File: config.mk
export PLATFORM = sky130hd
export DESIGN_NAME = crop_window_stream
export DESIGN_NICKNAME = d
export VERILOG_FILES = /design/src/rtl/crop_pkg.sv /design/src/rtl/axis_skid_buffer.sv /design/src/rtl/crop_window_stream.sv
export SDC_FILE = /design/constraint.sdc
export NUM_CORES = 1
export LEC_CHECK = 0
export ABC_CLOCK_PERIOD_IN_PS = 6700
export CAP_MARGIN = 20
export CORE_MARGIN = 8
export CORE_UTILIZATION = 50
export DETAILED_ROUTE_END_ITERATION = 8
export PLACE_DENSITY_LB_ADDON = 0.2
export SLEW_MARGIN = 20
export SYNTH_ARGS = -nofsm -noshare
export SYNTH_HDL_FRONTEND = slang
export SYNTH_HIERARCHICAL = 1
export SYNTH_SLANG_ARGS = --single-unit
File: constraint.sdc
create_clock -name clk -period 6.7 [get_ports clk]
set_input_delay 1.675 -clock clk [delete_from_list [all_inputs] [get_ports clk]]
set_output_delay 1.675 -clock clk [all_outputs]
set_load 0.02 [all_outputs]
File: src/rtl/crop_pkg.sv
// crop_pkg: shared state, descriptor layout and box record for the crop stage.
package crop_pkg;
   typedef enum logic {WAIT_BOX, STREAM} state_t;
   localparam int ROW_BW = 10;
   localparam int COL_BW = 10;
   localparam int X1_LSB = 0;
   localparam int W_LSB = COL_BW;
   localparam int Y1_LSB = 2 * COL_BW;
   localparam int H_LSB = 2 * COL_BW + ROW_BW;
   localparam int DESC_W = 2 * ROW_BW + 2 * COL_BW;
   typedef struct packed {
      logic [COL_BW-1:0] x1;
      logic [COL_BW-1:0] w;
      logic [ROW_BW-1:0] y1;
      logic [ROW_BW-1:0] h;
   } box_t;
   function automatic box_t to_box(input logic [DESC_W-1:0] d);
      to_box.x1 = d[X1_LSB+:COL_BW];
      to_box.w = d[W_LSB+:COL_BW];
      to_box.y1 = d[Y1_LSB+:ROW_BW];
      to_box.h = d[H_LSB+:ROW_BW];
   endfunction
endpackage

File: src/rtl/axis_skid_buffer.sv
// axis_skid_buffer: two-entry registered AXI-Stream slice; in_ready depends only on occupancy.
module axis_skid_buffer #(
   parameter int W = 8
)(
   input  logic         clk,
   input  logic         reset,
   input  logic [W-1:0] in_data,
   input  logic         in_valid,
   output logic         in_ready,
   output logic [W-1:0] out_data,
   output logic         out_valid,
   input  logic         out_ready
);
   logic [W-1:0] skid;
   logic skid_vld, in_fire;
   assign in_ready = !skid_vld;
   assign in_fire = in_valid && in_ready;
   always_ff @(posedge clk or negedge reset)
      if (!reset) begin
         out_data <= '0;
         out_valid <= 1'b0;
         skid <= '0;
         skid_vld <= 1'b0;
      end else if (out_ready || !out_valid) begin
         out_valid <= skid_vld || in_fire;
         out_data <= skid_vld ? skid : (in_fire ? in_data : out_data);
         skid_vld <= 1'b0;
      end else if (in_fire) begin
         skid <= in_data;
         skid_vld <= 1'b1;
      end
endmodule

File: src/rtl/crop_window_stream.sv
// crop_window_stream: forwards only the pixels of each raster frame that fall inside
// a per-frame crop box, with one-deep descriptor prefetch and a registered skid output.
module crop_window_stream
   import crop_pkg::*;
#(
   parameter int PIXEL_BIT_WIDTH = 12,
   parameter int IN_ROWS = 40,
   parameter int IN_COLS = 40,
   parameter int IMG_ROW_BITWIDTH = ROW_BW,
   parameter int IMG_COL_BITWIDTH = COL_BW
)(
   input  logic clk,
   input  logic reset,
   input  logic [PIXEL_BIT_WIDTH-1:0] pixel_in_TDATA,
   input  logic pixel_in_TUSER,
   input  logic pixel_in_TVALID,
   output logic pixel_in_TREADY,
   input  logic [2*IMG_ROW_BITWIDTH+2*IMG_COL_BITWIDTH-1:0] crop_TDATA,
   input  logic crop_TVALID,
   output logic crop_TREADY,
   output logic [PIXEL_BIT_WIDTH-1:0] pixel_out_TDATA,
   output logic pixel_out_TUSER,
   output logic pixel_out_TLAST,
   output logic pixel_out_TVALID,
   input  logic pixel_out_TREADY,
   output logic frame_err
);
   localparam int CB = IMG_COL_BITWIDTH;
   localparam int RB = IMG_ROW_BITWIDTH;
   localparam logic [CB-1:0] X_LAST = CB'(IN_COLS - 1);
   localparam logic [RB-1:0] Y_LAST = RB'(IN_ROWS - 1);
   localparam logic [CB:0] COLS = (CB+1)'(IN_COLS);
   localparam logic [RB:0] ROWS = (RB+1)'(IN_ROWS);
   state_t state, state_d;
   box_t act, pend;
   logic pend_vld, live, skid_rdy, in_fire, crop_fire, resync, last, pass, tuser, tlast;
   logic [CB-1:0] x, ex;
   logic [RB-1:0] y, ey;
   logic [CB:0] xs, xe;
   logic [RB:0] ys, ye;
   assign pixel_in_TREADY = state == STREAM && skid_rdy;
   assign crop_TREADY = live && (state == WAIT_BOX || !pend_vld);
   assign in_fire = pixel_in_TVALID && pixel_in_TREADY;
   assign crop_fire = crop_TVALID && crop_TREADY;
   // A stray start-of-frame restarts the raster at (0,0) without touching the boxes.
   assign resync = in_fire && pixel_in_TUSER && (x != '0 || y != '0);
   assign ex = resync ? '0 : x;
   assign ey = resync ? '0 : y;
   assign last = in_fire && ex == X_LAST && ey == Y_LAST;
   assign xs = {1'b0, act.x1} + {1'b0, act.w};
   assign ys = {1'b0, act.y1} + {1'b0, act.h};
   assign xe = xs > COLS ? COLS : xs;
   assign ye = ys > ROWS ? ROWS : ys;
   assign pass = ex >= act.x1 && {1'b0, ex} < xe && ey >= act.y1 && {1'b0, ey} < ye;
   assign tuser = ex == act.x1 && ey == act.y1;
   assign tlast = {1'b0, ex} == xe - (CB+1)'(1);
   always_comb begin
      state_d = state;
      if (state == WAIT_BOX && crop_fire) state_d = STREAM;
      else if (state == STREAM && last && !pend_vld && !crop_fire) state_d = WAIT_BOX;
   end
   always_ff @(posedge clk or negedge reset)
      if (!reset) begin
         state <= WAIT_BOX;
         live <= 1'b0;
         x <= '0;
         y <= '0;
         act <= '0;
         pend <= '0;
         pend_vld <= 1'b0;
         frame_err <= 1'b0;
      end else begin
         state <= state_d;
         live <= 1'b1;
         if (resync) frame_err <= 1'b1;
         if (in_fire) begin
            x <= ex == X_LAST ? '0 : ex + CB'(1);
            y <= ex == X_LAST ? (ey == Y_LAST ? '0 : ey + RB'(1)) : ey;
         end
         if (state == WAIT_BOX) begin
            if (crop_fire) act <= to_box(crop_TDATA);
         end else if (last && pend_vld) begin
            act <= pend;
            pend_vld <= 1'b0;
         end else if (last && crop_fire) act <= to_box(crop_TDATA);
         else if (crop_fire) begin
            pend <= to_box(crop_TDATA);
            pend_vld <= 1'b1;
         end
      end
   axis_skid_buffer #(.W(PIXEL_BIT_WIDTH + 2)) u_skid (
      .clk(clk),
      .reset(reset),
      .in_data({tuser, tlast, pixel_in_TDATA}),
      .in_valid(in_fire && pass),
      .in_ready(skid_rdy),
      .out_data({pixel_out_TUSER, pixel_out_TLAST, pixel_out_TDATA}),
      .out_valid(pixel_out_TVALID),
      .out_ready(pixel_out_TREADY)
   );
endmodule

---- After elaboration in Yosys (flattened, before gate mapping) ----
Index checks and enable logic that the tools add are counted.
operators by class
  bitwise logic cells ..................... 4
  equal/unequal tests ..................... 7
  mux-type cells .......................... 20
  add/subtract/negate cells ............... 5
  reduce and logical (&&, ||, !) cells .... 40
  $lt $le $gt $ge ......................... 6
operators with widths
  kind                                                            count
  two-way mux 40 bit                                              4
  two-way mux 10 bit                                              5
  two-way mux 14 bit                                              2
  adder 10 x 10 -> 11 bit                                         2
  greater-than comparator 11 x 6 -> 1 bit, second input constant  2
  less-than comparator 10 x 11 -> 1 bit                           2
  two-way mux 11 bit                                              2
  adder 10 x 1 -> 10 bit, second input constant                   2
  == test 10 bit                                                  2
  == test 10 x 6 -> 1 bit, second input constant                  2
  greater-or-equal comparator 10 bit                              2
  logical AND 1 bit                                               20
  nonzero test 10 bit                                             2
  == test 10 x 11 -> 1 bit                                        1
  subtractor 11 x 1 -> 11 bit, second input constant              1
  nonzero test 2 bit                                              5
  two-way mux 1 bit                                               7
  AND reduction 2 bit                                             3
  zero test 1 bit                                                 4
  logical OR 1 bit                                                4
  NOT 1 bit                                                       4
  AND reduction 4 bit                                             1
  != test 3 x 1 -> 1 bit, second input constant                   1
  AND reduction 3 bit                                             1
  != test 2 bit, second input constant                            1
word-level totals
  logic and storage cells ................. 100
  input port bits ......................... 58
  output and inout port bits .............. 18
  register bits ........................... 134

---- Depth between registers and ports, before layout ----
Gate-level depths: netlist of run 1.
  depth in word-level cells ............... 14
  mapped depth ............................ 25
  gate-level depth less buffers ........... 22

---- Hierarchy ----
The synthesis of run 1 kept the hierarchy.
by module, submodules not included
  module              area an instance (µm²)  times used  cells an instance  seq. area each (µm²)
  crop_window_stream  6,930.4                 1           732                2,602.5
  axis_skid_buffer    1,390.1                 1           84                 750.7

---- Worst setup path after synthesis of run 1 ----
Ideal clock, no wire load.
  kind .................................... in2reg
  from .................................... in pixel_in_TVALID
  to ...................................... reg u_skid.skid[10]
  setup time .............................. 0.125 ns
  slack ................................... 0.937 ns
  cell stages on the path ................. 20
  path buffers ............................ 5
  data required time ...................... 6.575 ns
  arrival time ............................ 5.638 ns
  cells stage by stage .................... and3_1 > clkbuf_1 > and2_1 > o21ai_1 > clkbuf_1 > clkbuf_1 > clkbuf_1 > and2_1 > ha_1 > nor2b_1 > o21a_1 > o21a_1 > o21ai_0 > nand2b_1 > a21oi_1 > o211ai_1 > a211oi_1 > nor3b_4 > buf_6 > mux2_2
on the way
  word-level cells in the longest chain between the ends .. 11
  elaborated cells between the ends (all ways) .. 15
  those cells by class .................... order compare: 4; mux: 2; reduce/logical: 9
RTL lines
  what                                                                                         line                      RTL
  from (decl)                                                                                  crop_window_stream.sv:16  input logic pixel_in_TVALID,
  logical AND 1 bit (*)                                                                        crop_window_stream.sv:43  assign in_fire = pixel_in_TVALID && pixel_in_TREADY;
  logical AND 1 bit (2 in a row)                                                               crop_window_stream.sv:46  assign resync = in_fire && pixel_in_TUSER && (x != '0 || y != '0);
  two-way mux 10 bit                                                                           crop_window_stream.sv:47  assign ex = resync ? '0 : x;
  less-than comparator 10 x 11 -> 1 bit or greater-or-equal comparator 10 bit (tied branches)  crop_window_stream.sv:54  assign pass = ex >= act.x1 && {1'b0, ex} < xe && ey >= act.y1 && {1'b0, ey} < ye;
  logical AND 1 bit (3 in a row)                                                               crop_window_stream.sv:54
  logical AND 1 bit (*)                                                                        crop_window_stream.sv:95  .in_valid(in_fire && pass),
  logical AND 1 bit (*)                                                                        axis_skid_buffer.sv:17    assign in_fire = in_valid && in_ready;
  AND reduction 2 bit (no line) (*)                                                            -
  to (signal assigned)                                                                         axis_skid_buffer.sv:29    skid <= in_data;
  to (decl)                                                                                    axis_skid_buffer.sv:14    logic [W-1:0] skid;
Mark *: on every way between the ends. The rest lies on a longest branch, timed or not.
A chain may end at the register's enable or synchronous reset.

---- Worst setup path after layout of run 1 ----
  from .................................... in pixel_in_TVALID
  to ...................................... reg u_skid.out_data[4]
on the way
  word-level cells in the longest chain between the ends .. 12
  elaborated cells between the ends (all ways) .. 16
  those cells by class .................... order compare: 4; mux: 2; reduce/logical: 10
RTL lines
  what                                                                                         line                      RTL
  logical AND 1 bit (*)                                                                        crop_window_stream.sv:43
  logical AND 1 bit (2 in a row)                                                               crop_window_stream.sv:46
  two-way mux 10 bit                                                                           crop_window_stream.sv:47
  less-than comparator 10 x 11 -> 1 bit or greater-or-equal comparator 10 bit (tied branches)  crop_window_stream.sv:54
  logical AND 1 bit (3 in a row)                                                               crop_window_stream.sv:54
  logical AND 1 bit (*)                                                                        crop_window_stream.sv:95
  logical AND 1 bit (*)                                                                        axis_skid_buffer.sv:17
  nonzero test 2 bit (no line) (*)                                                             -
  AND reduction 2 bit (no line) (*)                                                            -
  to (signal assigned)                                                                         axis_skid_buffer.sv:26    out_data <= skid_vld ? skid : (in_fire ? in_data : out_data);
  to (decl)                                                                                    axis_skid_buffer.sv:10    output logic [W-1:0] out_data,
Marks and branches as above.

==> summary.md, run 1 <==
| Metric | Value |
|---|---|
| Number of cell rows | `47` |
| Type of origin of the critical path | `input pin` |
| Clock buffers created by TritonCTS | `17` |
| Hold-fix buffer count after cts | `0` |
| Data arrival at the endpoint of the critical path | `6.15 ns` |
| Layout Area Growth over Synthesis | `18.5%` |
| Ant diodes | `0` |
| Nature of the critical path endpoint | `register` |
| Netlist cell types | `73` |
| Proportion of layout cells with a drive suffix above 1 | `15.3%` |
| Number of synthesized register bits | `134` |
| # setup viols final | `0` |
| Total wire length | `19200 um` |
| Share of the clock period used by the worst path | `87.3%` |
| Remaining global-route overflow | `0` |
| Maximum count of clock buffers along a single path | `2` |
| CP max stage cell | `nor2b_2` |
| Period minus WS final | `5.85 ns` |
| Count of nets after finishing | `1016` |
| Final HPWL DP | `14300 um` |
| Post-CTS clock slew at the launch and capture registers of the worst setup and hold paths | `0.06 ns` |
| Port Buffer Count | `75` |
| Crit path kind | `input pin to register` |
| Clk_lat worst skew | `0.42 ns` |
| Fin. Hold Viols | `0` |
| Number of buffers inserted by post-CTS setup repair | `0` |
| Number of DRC violations after detailed routing | `0` |
| First-pass GRT wire length | `32100 um` |
| Fill cells | `1384` |
| Cell area after synthesis | `8320 um2` |
| CTS Root Buffer Type | `clkbuf_16` |
| Initial Util | `50.7%` |
| Achievable clock frequency | `171 MHz` |
| Critical path's largest stage delay | `0.78 ns` |
| Combined area of the multi-input logic cells | `4700 um2` |
| Total via count after detailed routing | `6343` |
| Vias per inst | `5.63` |
| Slew margin rel. | `35.7%` |
| Highest net fanout along the worst path | `27` |
| Ys Warns | `6` |
| Vias in the first global route | `6598` |
| Core region area | `16400 um2` |
| Final design area excluding fillers | `9860 um2` |
| Routed wirelength normalized by instance count | `17.1 um` |
| Area of the die | `21000 um2` |
| Highest ir drop seen on vdd | `0.247 mV` |
| Primary flip-flop cell chosen by synthesis mapping | `dfrtp_1` |
| Path category of the worst min-delay check | `register to register` |
| Cell with the most instances on the worst path | `and2_1` |
| PwrDens | `342 nW/um2` |
| RSZ-0062 raised after global routing | `false` |
| Clock Skew | `0.0105 ns` |
| Setup tns final | `0 ns` |
| Register Area | `3350 um2` |
| Initial drt markers | `416` |
| Final Max Slew Viols | `0` |
| Post-CTS Resized | `0` |
| Initial antenna violation count | `0` |
| Number of max-cap violations | `0` |
| Die Height | `145 um` |
| Total global-route track usage | `18.4%` |
| Dpl cell area | `9300 um2` |
| Transition time at the pin with the least slew margin | `0.961 ns` |
| Number of sinks handled by clock tree synthesis | `134` |
| Endpoint required time on the critical path | `7.00 ns` |
| Top-level port count | `76` |
| Syn Area/Cell | `10.2 um2` |
| Cells along the critical path | `clkdlybuf4s50_1, and3_1, and2_1, o21ai_2, and2_1, ha_1, a21o_1, a2111oi_0, o221ai_1, a21oi_1, o211ai_1, a211oi_1, buf_4, nor2_4, nor2b_2, mux2_2` |
| Cell count after synthesis | `816` |
| Drt first pass iters | `6` |
| Die W | `145 um` |
| Number of nets with antenna violations after routing | `0` |
| Maximum number of pins on one net before global-route repair | `93` |
| Number of synthesized flops with an enable pin | `0` |
| Status | `completed` |
| H-tree level count | `4` |
| Leakage power figure | `4.38 nW` |
| Gp weighted congestion | `0.858` |
| Fraction of synthesis flops using an asynchronous set or reset pin | `100%` |
| TritonCTS clock tree | `yes` |
| Sequential fraction of the synthesis area | `40.3%` |
==> cells in the mapped netlist (2+ instances only) <==
master,count,area share [%]
and2_1,23,1.7
mux2_1,8,1.1
mux2_4,10,1.8
o41ai_1,3,0.32
a2111oi_0,3,0.32
nor2b_1,4,0.30
buf_6,4,0.54
o211ai_1,3,0.27
o21ai_0,34,2.0
inv_1,34,1.5
nand3_1,25,1.5
nand2_1,49,2.2
o21bai_1,2,0.18
o21a_1,10,0.90
a21oi_1,68,4.1
nor3_1,6,0.36
dfrtp_1,134,40
a22o_1,3,0.32
ha_1,62,9.3
xnor2_1,14,1.5
mux2i_1,45,5.4
mux2_2,65,8.8
clkbuf_1,18,0.81
xor2_1,5,0.53
and3_1,6,0.45
buf_2,10,0.60
nand2b_1,5,0.38
and4_1,2,0.21
a31oi_1,3,0.23
nor4_1,5,0.38
o2111ai_1,3,0.32
a211oi_1,2,0.18
nand4_1,10,0.75
fa_1,2,0.48
a21o_1,10,0.90
o31ai_1,6,0.54
nor2_1,80,3.6
a211o_1,2,0.21
or2_2,4,0.30
==> worst max-delay path, delay by kind of cell <==
family	cells	cell delay, ns
compound gates	7	1.72
simple gates	5	1.48
buf+inv	2	0.60
mux	1	0.42
fa+ha+maj	1	0.26
==> sequential cells by signal (all words and copies together) (netlist names) <==
name and cells:
u_skid/out_data 14, x 10, pend_vld 1, live 1
u_skid/out_valid 1, y 10, u_skid/skid_vld 1, u_skid/skid 14
state 1, frame_err 1, pend 40, act 40
==> placed cells by master (no fill, tap or decap), types with 4 or more instances in the layout <==
cell             instances
xnor2_1                 14
or2_2                    4
and2_1                  23
xor2_1                   5
conb_1                   9
buf_4                    7
mux2_1                   8
clkdlybuf4s50_1         74
nor2_1                  80
clkinv_4                 4
a21oi_1                 68
o31ai_1                  6
o21a_1                  10
clkbuf_16               17
inv_1                   34
o21ai_0                 34
mux2i_1                 45
mux2_2                  65
nor2b_1                  4
nand4_1                 10
nand2b_1                 5
ha_1                    62
and3_1                   6
nand2_1                 49
nand3_1                 24
nor4_1                   5
dfrtp_1                134
nor3_1                   6
a21o_1                  10
mux2_4                  10
==> metal layers <==
layer	vias to the layer above	GRT usage, %	wire [um]
li1	3072	-	-
met1	3075	23.6	8750
met2	169	31.0	9340
met3	27	3.54	809
met4	0	5.42	308
met5	-	0	0
==> logic make-up after synthesis <==
family	count (synthesis)	synth area share, %
AO/OA/AOI/OAI	167	12.7
adder cells (fa/ha/maj)	64	9.80
multiplexers	128	17.1
other	1	0.0451
AND/OR/NAND/NOR	236	14.3
XOR/XNOR	19	2.00
buffers and inverters	67	3.73
flip-flops	134	40.3
==> power by group <==
group / leakage [nW] / switching, mW / internal [mW]
Sequential: 1.65 / 0.164 / 1.02
Clock: 0.273 / 0.363 / 0.513
Combinational: 2.46 / 0.715 / 0.598
Total: 4.38 / 1.24 / 2.13
==> worst paths after layout <==
kind | from | endpoint | slack, ns | cells past startpoint
min in group asynchronous | reset | x[4]$_DFFE_PN0P_ | 1.31 | 1
hold reg to reg | frame_err$_DFFE_PN0P_ | frame_err$_DFFE_PN0P_ | 0.47 | 1
max in group asynchronous | reset | pend_vld$_DFFE_PN0P_ | 4.26 | 2
setup reg to reg | act[20]$_DFFE_PN0P_ | u_skid/out_data[4]$_DFFE_PN0P_ | 0.85 | 23
hold / removal | frame_err$_DFFE_PN0P_ | frame_err$_DFFE_PN0P_ | 0.47 | 1
setup / recovery | pixel_in_TVALID | u_skid/out_data[4]$_DFFE_PN0P_ | 0.85 | 16
==> per-stage QoR <==
step / std cells / hold slack (ns) / worst slack (ns) / utilization, % / power [mW]
6_report: 1126 / 0.473 / 0.850 / 60.1 / 3.37
3_3_place_gp: 1095 / 0.455 / 0.733 / 56.7 / 2.41
4_1_cts: 1126 / 0.480 / 0.861 / 60.1 / 3.38
3_5_place_dp: 1095 / 0.466 / 0.453 / 56.7 / 2.49
5_1_grt: 1126 / 0.505 / 0.408 / 60.1 / 3.61
2_1_floorplan: 824 / 0.459 / 0.937 / - / 2.15
==> layout make-up <==
| class | instances | share of cell area (%) |
|---|---|---|
| multi-input combinational | 623 | 47.7 |
| sequential | 134 | 34.0 |
| timing repair buffer | 84 | 8.57 |
| clock buffer | 18 | 4.35 |
| tap | 220 | 2.79 |
| inverter | 34 | 1.29 |
| clock inverter | 13 | 1.27 |
Power figures use the tool's default switching activity.
==> inputs of run 2 (changes only) <==
--- a/config.mk
+++ b/config.mk
@@ -9,6 +9,7 @@
 export CAP_MARGIN = 20
 export CORE_MARGIN = 8
 export CORE_UTILIZATION = 50
+export CTS_CLUSTER_SIZE = 28
 export DETAILED_ROUTE_END_ITERATION = 8
 export PLACE_DENSITY_LB_ADDON = 0.2
 export SLEW_MARGIN = 20
==> results of run 2 <==
The final DEF is identical to that of run 1; final timing and power are the same.
==> inputs of run 3 (changes only) <==
--- a/config.mk
+++ b/config.mk
@@ -6,12 +6,13 @@
 export NUM_CORES = 1
 export LEC_CHECK = 0
 export ABC_CLOCK_PERIOD_IN_PS = 6700
-export CAP_MARGIN = 20
+export CAP_MARGIN = 0
 export CORE_MARGIN = 8
 export CORE_UTILIZATION = 50
 export CTS_CLUSTER_SIZE = 28
 export DETAILED_ROUTE_END_ITERATION = 8
 export PLACE_DENSITY_LB_ADDON = 0.2
+export RECOVER_POWER = 50
 export SLEW_MARGIN = 20
 export SYNTH_ARGS = -nofsm -noshare
 export SYNTH_HDL_FRONTEND = slang
==> summary.md, run 3 (synthesis gave the netlist of run 1 again) <==
| Metric | Value |
|---|---|
| Proportion of layout cells with a drive suffix above 1 | `15.2% (was 15.3%)` |
| Final Hold Slack | `0.465 ns (was 0.473 ns)` |
| Top-level port count | `76 (unchanged)` |
| PwrDens | `342 nW/um2 (about the same)` |
| Die W | `145 um (unchanged)` |
| Initial antenna violation count | `0 (unchanged)` |
| Met1 routing resource usage after global routing | `23.6% (unchanged)` |
| Number of logic stages on the critical path including buffering | `23 (was 16)` |
| Setup tns final | `0 ns (unchanged)` |
| Highest ir drop seen on vdd | `0.247 mV (about the same)` |
| Failing checks | `capacitance limit, slew limit` |
| Internal power consumption | `2.13 mW (about the same)` |
| Hold-fix buffer count after cts | `0 (unchanged)` |
| Registers with the most flip-flops | `act: 40 flops, pend: 40 flops (unchanged)` |
| H-tree level count | `4 (unchanged)` |
| Met3 Use GR | `3.54% (unchanged)` |
| Routed wirelength normalized by instance count | `17.0 um (was 17.1 um)` |
| Die Height | `145 um (unchanged)` |
| Dpl cell area | `9300 um2 (unchanged)` |
| Commonest non-fill, non-tap cells in the layout | `dfrtp_1, nor2_1, a21oi_1 (was dfrtp_1, nor2_1, clkdlybuf4s50_1)` |
| Core region area | `16400 um2 (unchanged)` |
| Post-CTS Resized | `0 (unchanged)` |
| Met2 layer usage reported by global route | `31.0% (unchanged)` |
| Count of nets after finishing | `1016 (unchanged)` |
| Number of DRC violations after detailed routing | `0 (unchanged)` |
| Critical path's largest stage delay | `0.77 ns (was 0.78 ns)` |
| Initial drt markers | `417 (was 416)` |
| Nature of the critical path endpoint | `register (unchanged)` |
| Endpoint required time on the critical path | `7.00 ns (about the same)` |
| Drt first pass iters | `6 (unchanged)` |
| Initial Util | `50.7% (unchanged)` |
| RSZ-0062 raised after global routing | `false (unchanged)` |
| PnR Total Power | `3.37 mW (about the same)` |
| Fill cells | `1384 (unchanged)` |
| Status | `finished with violations (was completed)` |
| Total wire length | `19100 um (was 19200 um)` |
| Leakage power figure | `4.39 nW (was 4.38 nW)` |
| Number of cell rows | `47 (unchanged)` |
| Number of sinks handled by clock tree synthesis | `134 (unchanged)` |
| Slew margin rel. | `-177% (was 35.7%)` |
| Net switching power of the design | `1.24 mW (about the same)` |
| Switching part of the total | `36.8% (about the same)` |
| Port Buffer Count | `75 (unchanged)` |
| Clock Skew | `0.00936 ns (was 0.0105 ns)` |
| Share of the clock period used by the worst path | `86.9% (was 87.3%)` |
| Layout Area Growth over Synthesis | `18.4% (was 18.5%)` |
| Number of buffers inserted by post-CTS setup repair | `0 (unchanged)` |
| Final HPWL DP | `14300 um (unchanged)` |
| Clk_lat worst skew | `0.42 ns (about the same)` |
| Type of origin of the critical path | `register (was input pin)` |
| Gp weighted congestion | `0.858 (unchanged)` |
| Vias per inst | `5.61 (was 5.63)` |
| Flop pwr share | `35.2% (was 35.1%)` |
| Fin. Hold Viols | `0 (unchanged)` |
| Crit path kind | `register to register (was input pin to register)` |
| Maximum number of pins on one net before global-route repair | `93 (unchanged)` |
| CP max stage cell | `nor2b_2 (unchanged)` |
| Number of nets with antenna violations after routing | `0 (unchanged)` |
| Area of the die | `21000 um2 (unchanged)` |
| Commonest non-fill, non-tap cell in the layout | `dfrtp_1 (unchanged)` |
| Post-CTS clock slew at the launch and capture registers of the worst setup and hold paths | `0.06 ns (about the same)` |
| TritonCTS clock tree | `yes (unchanged)` |
| Total global-route track usage | `18.4% (unchanged)` |
| Highest net fanout along the worst path | `14 (was 27)` |
| Worst reg-to-reg path cell count | `23 (unchanged)` |
| Path category of the worst min-delay check | `register to register (unchanged)` |
| Achievable clock frequency | `172 MHz (was 171 MHz)` |
| Data arrival at the endpoint of the critical path | `6.12 ns (was 6.15 ns)` |
| Period minus WS final | `5.82 ns (was 5.85 ns)` |
| Cell family with most CP delay | `compound AO/OA/AOI/OAI gates (unchanged)` |
| Clock buffers created by TritonCTS | `17 (unchanged)` |
| Hold path cells | `1 (unchanged)` |
| Total via count after detailed routing | `6314 (was 6343)` |
| Vias in the first global route | `6598 (unchanged)` |
| Maximum count of clock buffers along a single path | `2 (unchanged)` |
| Gate power share | `38.9% (about the same)` |
| Cells along the critical path | `ha_1, inv_1, fa_1, nand2b_1, a211oi_2, mux2i_1, o2111ai_1, a211oi_4, nand2_4, or2_2, ha_1, nor2b_1, o21a_1, o21a_1, o21ai_0, nand2b_1, a21oi_1, o211ai_1, a211oi_1, buf_4, nor2_4, nor2b_2, mux2_2 (was clkdlybuf4s50_1, and3_1, and2_1, o21ai_2, and2_1, ha_1, a21o_1, a2111oi_0, o221ai_1, a21oi_1, o211ai_1, a211oi_1, buf_4, nor2_4, nor2b_2, mux2_2)` |
| Most Used Layer, Global Route | `met2 (unchanged)` |
| # setup viols final | `0 (unchanged)` |
| Transition time at the pin with the least slew margin | `4.16 ns (was 0.961 ns)` |
| Portion of total power attributed to the clock network | `26.0% (about the same)` |
| Final Max Slew Viols | `93 (was 0)` |
| Number of buffer and inverter instances along the worst setup path | `2 (unchanged)` |
| Final design area excluding fillers | `9850 um2 (was 9860 um2)` |
| Remaining global-route overflow | `0 (unchanged)` |
| CTS Root Buffer Type | `clkbuf_16 (unchanged)` |
| Ant diodes | `0 (unchanged)` |
| First-pass GRT wire length | `32100 um (unchanged)` |
| Number of max-cap violations | `1 (was 0)` |
## run 3: changes by cell type in the layout (fill, tap and decap cells not counted), sizes merged
| cell | change |
|---|---|
| clkdlybuf4s50 | -7 |
| dlygate4sd3 | +7 |
| clkdlybuf4s25 | +1 |
| buf | -1 |
## run 3: area by class of cell
type	count	area [um2]	area share (%)
clock buffer	18	429	4.36
clock inverter	13	125	1.27
inverter	34	128	1.30
multi-input combinational	623	4700	47.7
sequential	134	3350	34.0
tap	220	275	2.79
timing repair buffer	84	843	8.56
## run 3: metal layers
metal	wire, um	share of wire (%)
met1	8700	46
met2	9350	49
met3	761	4.0
met4	308	1.6
met5	0	0
## run 3: power by group through the flow
| stage | Sequential [mW] | Clock [mW] | Combinational [mW] |
|---|---|---|---|
| 2_1_floorplan | 1.13 | 0 | 1.03 |
| 3_3_place_gp | 1.18 | 0 | 1.22 |
| 3_5_place_dp | 1.20 | 0 | 1.29 |
| 4_1_cts | 1.18 | 0.893 | 1.30 |
| 5_1_grt | 1.21 | 0.931 | 1.46 |
| 6_report | 1.19 | 0.876 | 1.31 |
## run 3: final timing paths
path	from	slack, ns	endpoint
max reg2reg	act[30]$_DFFE_PN0P_	0.88	u_skid/out_data[4]$_DFFE_PN0P_
min in group asynchronous	reset	2.92	x[4]$_DFFE_PN0P_
min reg2reg	frame_err$_DFFE_PN0P_	0.46	frame_err$_DFFE_PN0P_
max in group asynchronous	reset	1.38	act[1]$_DFFE_PN0P_
min	frame_err$_DFFE_PN0P_	0.46	frame_err$_DFFE_PN0P_
max	act[30]$_DFFE_PN0P_	0.88	u_skid/out_data[4]$_DFFE_PN0P_
## run 3: metrics by stage
stage | setup slack [ns] | std cells | util [%]
6_report | 0.876 | 1126 | 60.1
5_1_grt | 0.372 | 1126 | 60.1
4_1_cts | 0.861 | 1126 | 60.1
3_5_place_dp | 0.453 | 1095 | 56.7
3_3_place_gp | 0.733 | 1095 | 56.7
2_1_floorplan | 0.937 | 824 | -
